$ cat src/rtl/bin2bcd_rx_if.sv
// Valid/ready link between the MRU buffer (master) and the BCD converter (slave).
// The buffer holds valid_i/data_i until it sees the one-cycle rdy_o acknowledge.
interface bin2bcd_rx_if #(
    parameter int WIDTH = 20
);
    logic             valid_i;
    logic [WIDTH-1:0] data_i;
    logic             rdy_o;

    modport master (output valid_i, output data_i, input rdy_o);
    modport slave  (input valid_i, input data_i, output rdy_o);
endinterface

$ cat src/rtl/bin2bcd_rx.sv
// Accepts a binary word over the valid/ready link and converts it to packed BCD
// by sequential double-dabble, publishing digits plus a leading-zero blank mask.
module bin2bcd_rx #(
    parameter int WIDTH  = 20,
    parameter int DIGITS = 7
) (
    input  logic                  clk,
    input  logic                  rst_n,
    input  logic                  en,
    bin2bcd_rx_if.slave           link,
    output logic                  busy_o,
    output logic [4*DIGITS-1:0]   bcd_o,
    output logic [DIGITS-1:0]     blank_o,
    output logic                  bcd_valid_o
);
    localparam int CNT_W = (WIDTH > 1) ? $clog2(WIDTH) : 1;

    typedef enum logic [1:0] {IDLE, SHIFT, DONE} state_t;

    state_t              state_q;
    logic [CNT_W-1:0]    cnt_q;
    logic [WIDTH-1:0]    bin_sr_q;
    logic [4*DIGITS-1:0] acc_q;
    logic                armed_q;
    logic                rdy_q;
    logic                busy_q;
    logic [4*DIGITS-1:0] bcd_q;
    logic [DIGITS-1:0]   blank_q;
    logic                bcd_valid_q;

    logic [4*DIGITS-1:0] acc_adj_d;
    logic [4*DIGITS-1:0] acc_shift_d;
    logic [DIGITS-1:0]   blank_d;
    logic [DIGITS:1]     zero_from;

    genvar gi;
    generate
        for (gi = 0; gi < DIGITS; gi++) begin : g_adj
            assign acc_adj_d[4*gi +: 4] = (acc_q[4*gi +: 4] >= 4'd5) ? acc_q[4*gi +: 4] + 4'd3
                                                                    : acc_q[4*gi +: 4];
        end
        // zero_from[k]: digits k..DIGITS-1 of the finished accumulator are all zero
        assign zero_from[DIGITS] = 1'b1;
        for (gi = 1; gi < DIGITS; gi++) begin : g_blank
            assign zero_from[gi] = (acc_q[4*gi +: 4] == 4'd0) && zero_from[gi+1];
            assign blank_d[gi]   = zero_from[gi];
        end
    endgenerate
    assign blank_d[0] = 1'b0;

    assign acc_shift_d = {acc_adj_d[4*DIGITS-2:0], bin_sr_q[WIDTH-1]};

    always_ff @(posedge clk) begin
        if (!rst_n) begin
            state_q     <= IDLE;
            cnt_q       <= '0;
            bin_sr_q    <= '0;
            acc_q       <= '0;
            armed_q     <= 1'b1;
            rdy_q       <= 1'b0;
            busy_q      <= 1'b0;
            bcd_q       <= '0;
            blank_q     <= {{(DIGITS-1){1'b1}}, 1'b0};
            bcd_valid_q <= 1'b0;
        end else if (en) begin
            rdy_q       <= 1'b0;
            bcd_valid_q <= 1'b0;
            // A producer still holding valid after its ack must drop it before re-arming
            if (state_q == IDLE && link.valid_i && armed_q)
                armed_q <= 1'b0;
            else if (!link.valid_i)
                armed_q <= 1'b1;
            case (state_q)
                IDLE: begin
                    if (link.valid_i && armed_q) begin
                        bin_sr_q <= link.data_i;
                        acc_q    <= '0;
                        cnt_q    <= '0;
                        rdy_q    <= 1'b1;
                        busy_q   <= 1'b1;
                        state_q  <= SHIFT;
                    end
                end
                SHIFT: begin
                    acc_q    <= acc_shift_d;
                    bin_sr_q <= bin_sr_q << 1;
                    cnt_q    <= cnt_q + CNT_W'(1);
                    if (cnt_q == CNT_W'(WIDTH-1))
                        state_q <= DONE;
                end
                DONE: begin
                    bcd_q       <= acc_q;
                    blank_q     <= blank_d;
                    bcd_valid_q <= 1'b1;
                    busy_q      <= 1'b0;
                    state_q     <= IDLE;
                end
                default: state_q <= IDLE;
            endcase
        end else begin
            rdy_q       <= 1'b0;
            bcd_valid_q <= 1'b0;
        end
    end

    assign link.rdy_o  = rdy_q;
    assign busy_o      = busy_q;
    assign bcd_o       = bcd_q;
    assign blank_o     = blank_q;
    assign bcd_valid_o = bcd_valid_q;
endmodule
$ cat src/flat_wrapper.sv
// flat-port wrapper written by rule: the top's interface ports become plain ports
module bin2bcd_rx_flat 
#(
    parameter int WIDTH  = 20,
    parameter int DIGITS = 7
)
  (clk, rst_n, en, busy_o, bcd_o, blank_o, bcd_valid_o, link_valid_i, link_data_i, link_rdy_o);
  bin2bcd_rx_if #(.WIDTH(WIDTH)) link_i ();
  input  logic clk;
  input  logic rst_n;
  input  logic en;
  output logic busy_o;
  output logic [4*DIGITS-1:0] bcd_o;
  output logic [DIGITS-1:0] blank_o;
  output logic bcd_valid_o;
  input wire logic [$bits(link_i.valid_i)-1:0] link_valid_i;
  input wire logic [$bits(link_i.data_i)-1:0] link_data_i;
  output wire logic [$bits(link_i.rdy_o)-1:0] link_rdy_o;
  assign link_i.valid_i = link_valid_i;
  assign link_i.data_i = link_data_i;
  assign link_rdy_o = link_i.rdy_o;
  bin2bcd_rx #(.WIDTH(WIDTH), .DIGITS(DIGITS)) u_core (.clk(clk), .rst_n(rst_n), .en(en), .link(link_i), .busy_o(busy_o), .bcd_o(bcd_o), .blank_o(blank_o), .bcd_valid_o(bcd_valid_o));
endmodule
$ cat config.mk
export PLATFORM = sky130hd
export DESIGN_NAME = bin2bcd_rx_flat
export DESIGN_NICKNAME = d
export VERILOG_FILES = /design/src/rtl/bin2bcd_rx_if.sv /design/src/rtl/bin2bcd_rx.sv /design/src/flat_wrapper.sv
export SDC_FILE = /design/constraint.sdc
export NUM_CORES = 1
export LEC_CHECK = 0
export CAP_MARGIN = 20
export CELL_PAD_IN_SITES_DETAIL_PLACEMENT = 1
export CELL_PAD_IN_SITES_GLOBAL_PLACEMENT = 1
export CORE_ASPECT_RATIO = 0.5
export CORE_MARGIN = 2
export CORE_UTILIZATION = 31
export DETAILED_ROUTE_END_ITERATION = 8
export GPL_TIMING_DRIVEN = 0
export PLACE_DENSITY_LB_ADDON = 0.1
export RECOVER_POWER = 50
export SKIP_LAST_GASP = 1
export SYNTH_ARGS = -nofsm -noshare
export SYNTH_HDL_FRONTEND = slang
export SYNTH_SLANG_ARGS = --single-unit
$ cat constraint.sdc
create_clock -name clk -period 2.26 [get_ports clk]
set_clock_uncertainty 0.1 [all_clocks]
set_input_delay 0.452 -clock clk [delete_from_list [all_inputs] [get_ports clk]]
set_output_delay 0.452 -clock clk [all_outputs]
set_load 0.005 [all_outputs]
==> flow_summary.toml <==
[status]
outcome = "completed"

[sta]
min_period_ps = 2090
hold_violations = 0
tightestPinTransition_ps = 745
timing.final.crit_share = 0.925
drv_slew = 0
max_slew_margin = 0.504
setup_ws_ps = 170
timing.fmax_mhz = 479
setup_viol = 0
rsz0062_at_grt = "false"

[grt]
grt_antenna_before_repair = 0
grt_pass1_vias = 3589
grt_pass1_wl_um = 18500
grt_max_degree = 17
track_usage = 0.163
grt.overflow.total = 0

[synth]
synth_top_area_share = 0.445
seq_area_frac_synth = 0.445
synth_nets = 546
synth.distinct_cells = 39
syn_area_per_cell_um2 = 8.29
synth.cell_area_um2 = 4190
synth-edff-count = 0
syn_inst = 505
yosysWarningCount = 0
ys_top_cells_by_area = "dfxtp_1 (44%), nand2_1 (12%), a21oi_1 (6.0%)"
async_flop_share = 0
yosys.area.top_type = "dfxtp_1"
ys_ff_latch = 93
ys.flop_type = "dfxtp_1"

[setup_path]
worstPathMaxFanout = 10
endpoint = "u_core.bcd_o[15]"
startpoint = "rst_n"
path_common_cell = "clkbuf_1"
cp_top_family = "buffers and inverters"
end_kind = "flop"
critPathKind = "primary input to flop"
ff2ff_setup_slack_ps = 330
required_ps = 2370
critPathMaxStageDelay_ps = 580
worstPathCellList = "clkdlybuf4s50_1 -> inv_2 -> clkbuf_1 -> clkbuf_1 -> a21oi_1"
r2r_start = "u_core.state_q[0]"
cp.arrival_ps = 2200
rr_worst_depth = 6
start_kind = "primary input"
path_buf_inv = 4
slowest_stage = "clkbuf_1"
cp_num_cells = 5
worst_r2r_endpoint = "u_core.acc_q[27]"

[route]
wl_per_cell_um = 15.2
drtPass1Iterations = 4
viasPerCell = 4.91
ant_nets = 0
drt-initial-drc-count = 149
wirelength_um = 11400
routed-via-count = 3682
drc = 0

[place]
hpwlAfterDp_um = 8120
preCtsSetupSlack_ps = -239
portBuffers = 59
gp_congestion = 0.754

[floorplan]
die_y_um = 86.2
ioPinCount = 62
die_width_um = 168
core_um2 = 12900
initial_core_util = 0.324
die_area_um2 = 14500
num_rows = 29

[pwr]
intPower_w = 0.00258
combPwrFrac = 0.085
p_seq_frac = 0.491
powerDensity_nw_per_um2 = 656
p_leak_nw = 1.88
p_total_w = 0.00345
irDropWorstVdd_mv = 0.295
p_clk_frac = 0.424
p_switching_w = 0.000872
switching_share = 0.253

[layout]
final_cell_mix = "nand2_1 (137), dfxtp_1 (93), a21oi_1 (50)"
drive_gt1_frac = 0.0879
nets = 616
layout_commonest_cell = "nand2_1"
area.growth.synth_to_final_pct = 25.7
antenna_cells = 0
n_fill_cell = 1549

[cts]
cts_resized = 0
cts_setup_buffers = 0
cts_tree = "yes"
cts.root.buffer_cell = "clkbuf_16"
path_clk_slew_ps = 60
h-tree-depth = 3
clock_sinks = 93
cts_hold_buf = 0
cts_buffers = 9
clk_path_buf_depth = 2
clock_latency_ps = 350

[run]
cap_violations = 0

[min_path]
whs_path_depth = 2
hold_class = "flop to flop"
worst reg2reg max path, cell delays in order (launching register included):
cell,delay (ps)
dfxtp_1,310
buf_6,130
nor2b_1,120
clkbuf_1,140
nand3_1,350
clkbuf_1,500
o22ai_1,140
through the flow:
step                instance area (µm²)  cells  setup TNS, ps  hold slack [ps]  utilization
floorplan                          4190    505              0              339            -
global placement                   4990    734          -5680              344        0.386
detailed placement                 4990    734          -5780              349        0.386
CTS                                5280    750              0              350        0.409
global route                       5260    750              0              365        0.407
finish                             5260    750              0              350        0.407
flip-flops by register name, summed over array words and instances, names as in the netlist:
signal	count
u_core.acc_q	28
u_core.bcd_o	28
u_core.bin_sr_q	20
u_core.blank_o	6
u_core.cnt_q	5
u_core.state_q	2
u_core.armed_q	1
u_core.bcd_valid_o	1
u_core.busy_o	1
u_core.link.rdy_o	1
per-layer routing:
metal  vias to the layer above  wire (µm)  global-route usage  part of all wire
met4                         0        164              0.0509             0.014
met5                         -          0                   0                 0
met3                        14        393              0.0388             0.035
met2                        43       5090               0.271              0.45
li1                       1850          -                   -                 -
met1                      1775       5740               0.213              0.50
worst min-delay path by stage:
stage / start / end / slack [ps]
detailed placement: u_core.bcd_o[21] / u_core.bcd_o[21] / 350
finish: u_core.bcd_o[21] / u_core.bcd_o[21] / 350
global route: en / u_core.state_q[1] / 370
CTS: en / u_core.state_q[1] / 350
global placement: u_core.bcd_o[21] / u_core.bcd_o[21] / 340
floorplan: u_core.acc_q[25] / u_core.acc_q[25] / 340
area by class of cell:
class	count	area, µm²	area share
multi-input combinational	363	2070	0.393
inverter	16	60.1	0.0114
clock buffer	10	239	0.0454
clock inverter	6	47.5	0.00903
buffer	33	181	0.0345
timing repair buffer	59	591	0.112
sequential	93	1860	0.354
tap	170	213	0.0404
cells in the mapped netlist, drive strengths merged, types with 6 or more instances:
| cell | number |
|---|---|
| dfxtp | 93 |
| ha | 17 |
| a311oi | 19 |
| nand2b | 12 |
| nand3 | 10 |
| inv | 16 |
| nand2 | 137 |
| nor3b | 7 |
| buf | 18 |
| o31a | 8 |
| xnor2 | 10 |
| o21ai | 30 |
| mux2 | 6 |
| nor2 | 28 |
| a21oi | 50 |
| o22ai | 7 |
| clkbuf | 15 |
logic make-up (layout without fill, tap and decap cells):
family | Yosys count | in the layout | share of synthesized area
compound gates | 122 | 122 | 0.191
buf+inv | 49 | 124 | 0.0595
flops | 93 | 93 | 0.445
fa+ha+maj | 17 | 17 | 0.0508
xor+xnor | 12 | 12 | 0.0251
other cells | 1 | 1 | 0.000895
simple gates | 205 | 205 | 0.212
mux | 6 | 6 | 0.0161
power by group through the flow:
stage,registers [W],clock network [W],logic (W)
floorplan,0.00173,0,0.000187
global placement,0.00173,0,0.000294
detailed placement,0.00173,0,0.000297
CTS,0.00170,0.00152,0.000299
global route,0.00170,0.00160,0.000321
finish,0.00170,0.00146,0.000292
Power figures use the tool's default switching activity.
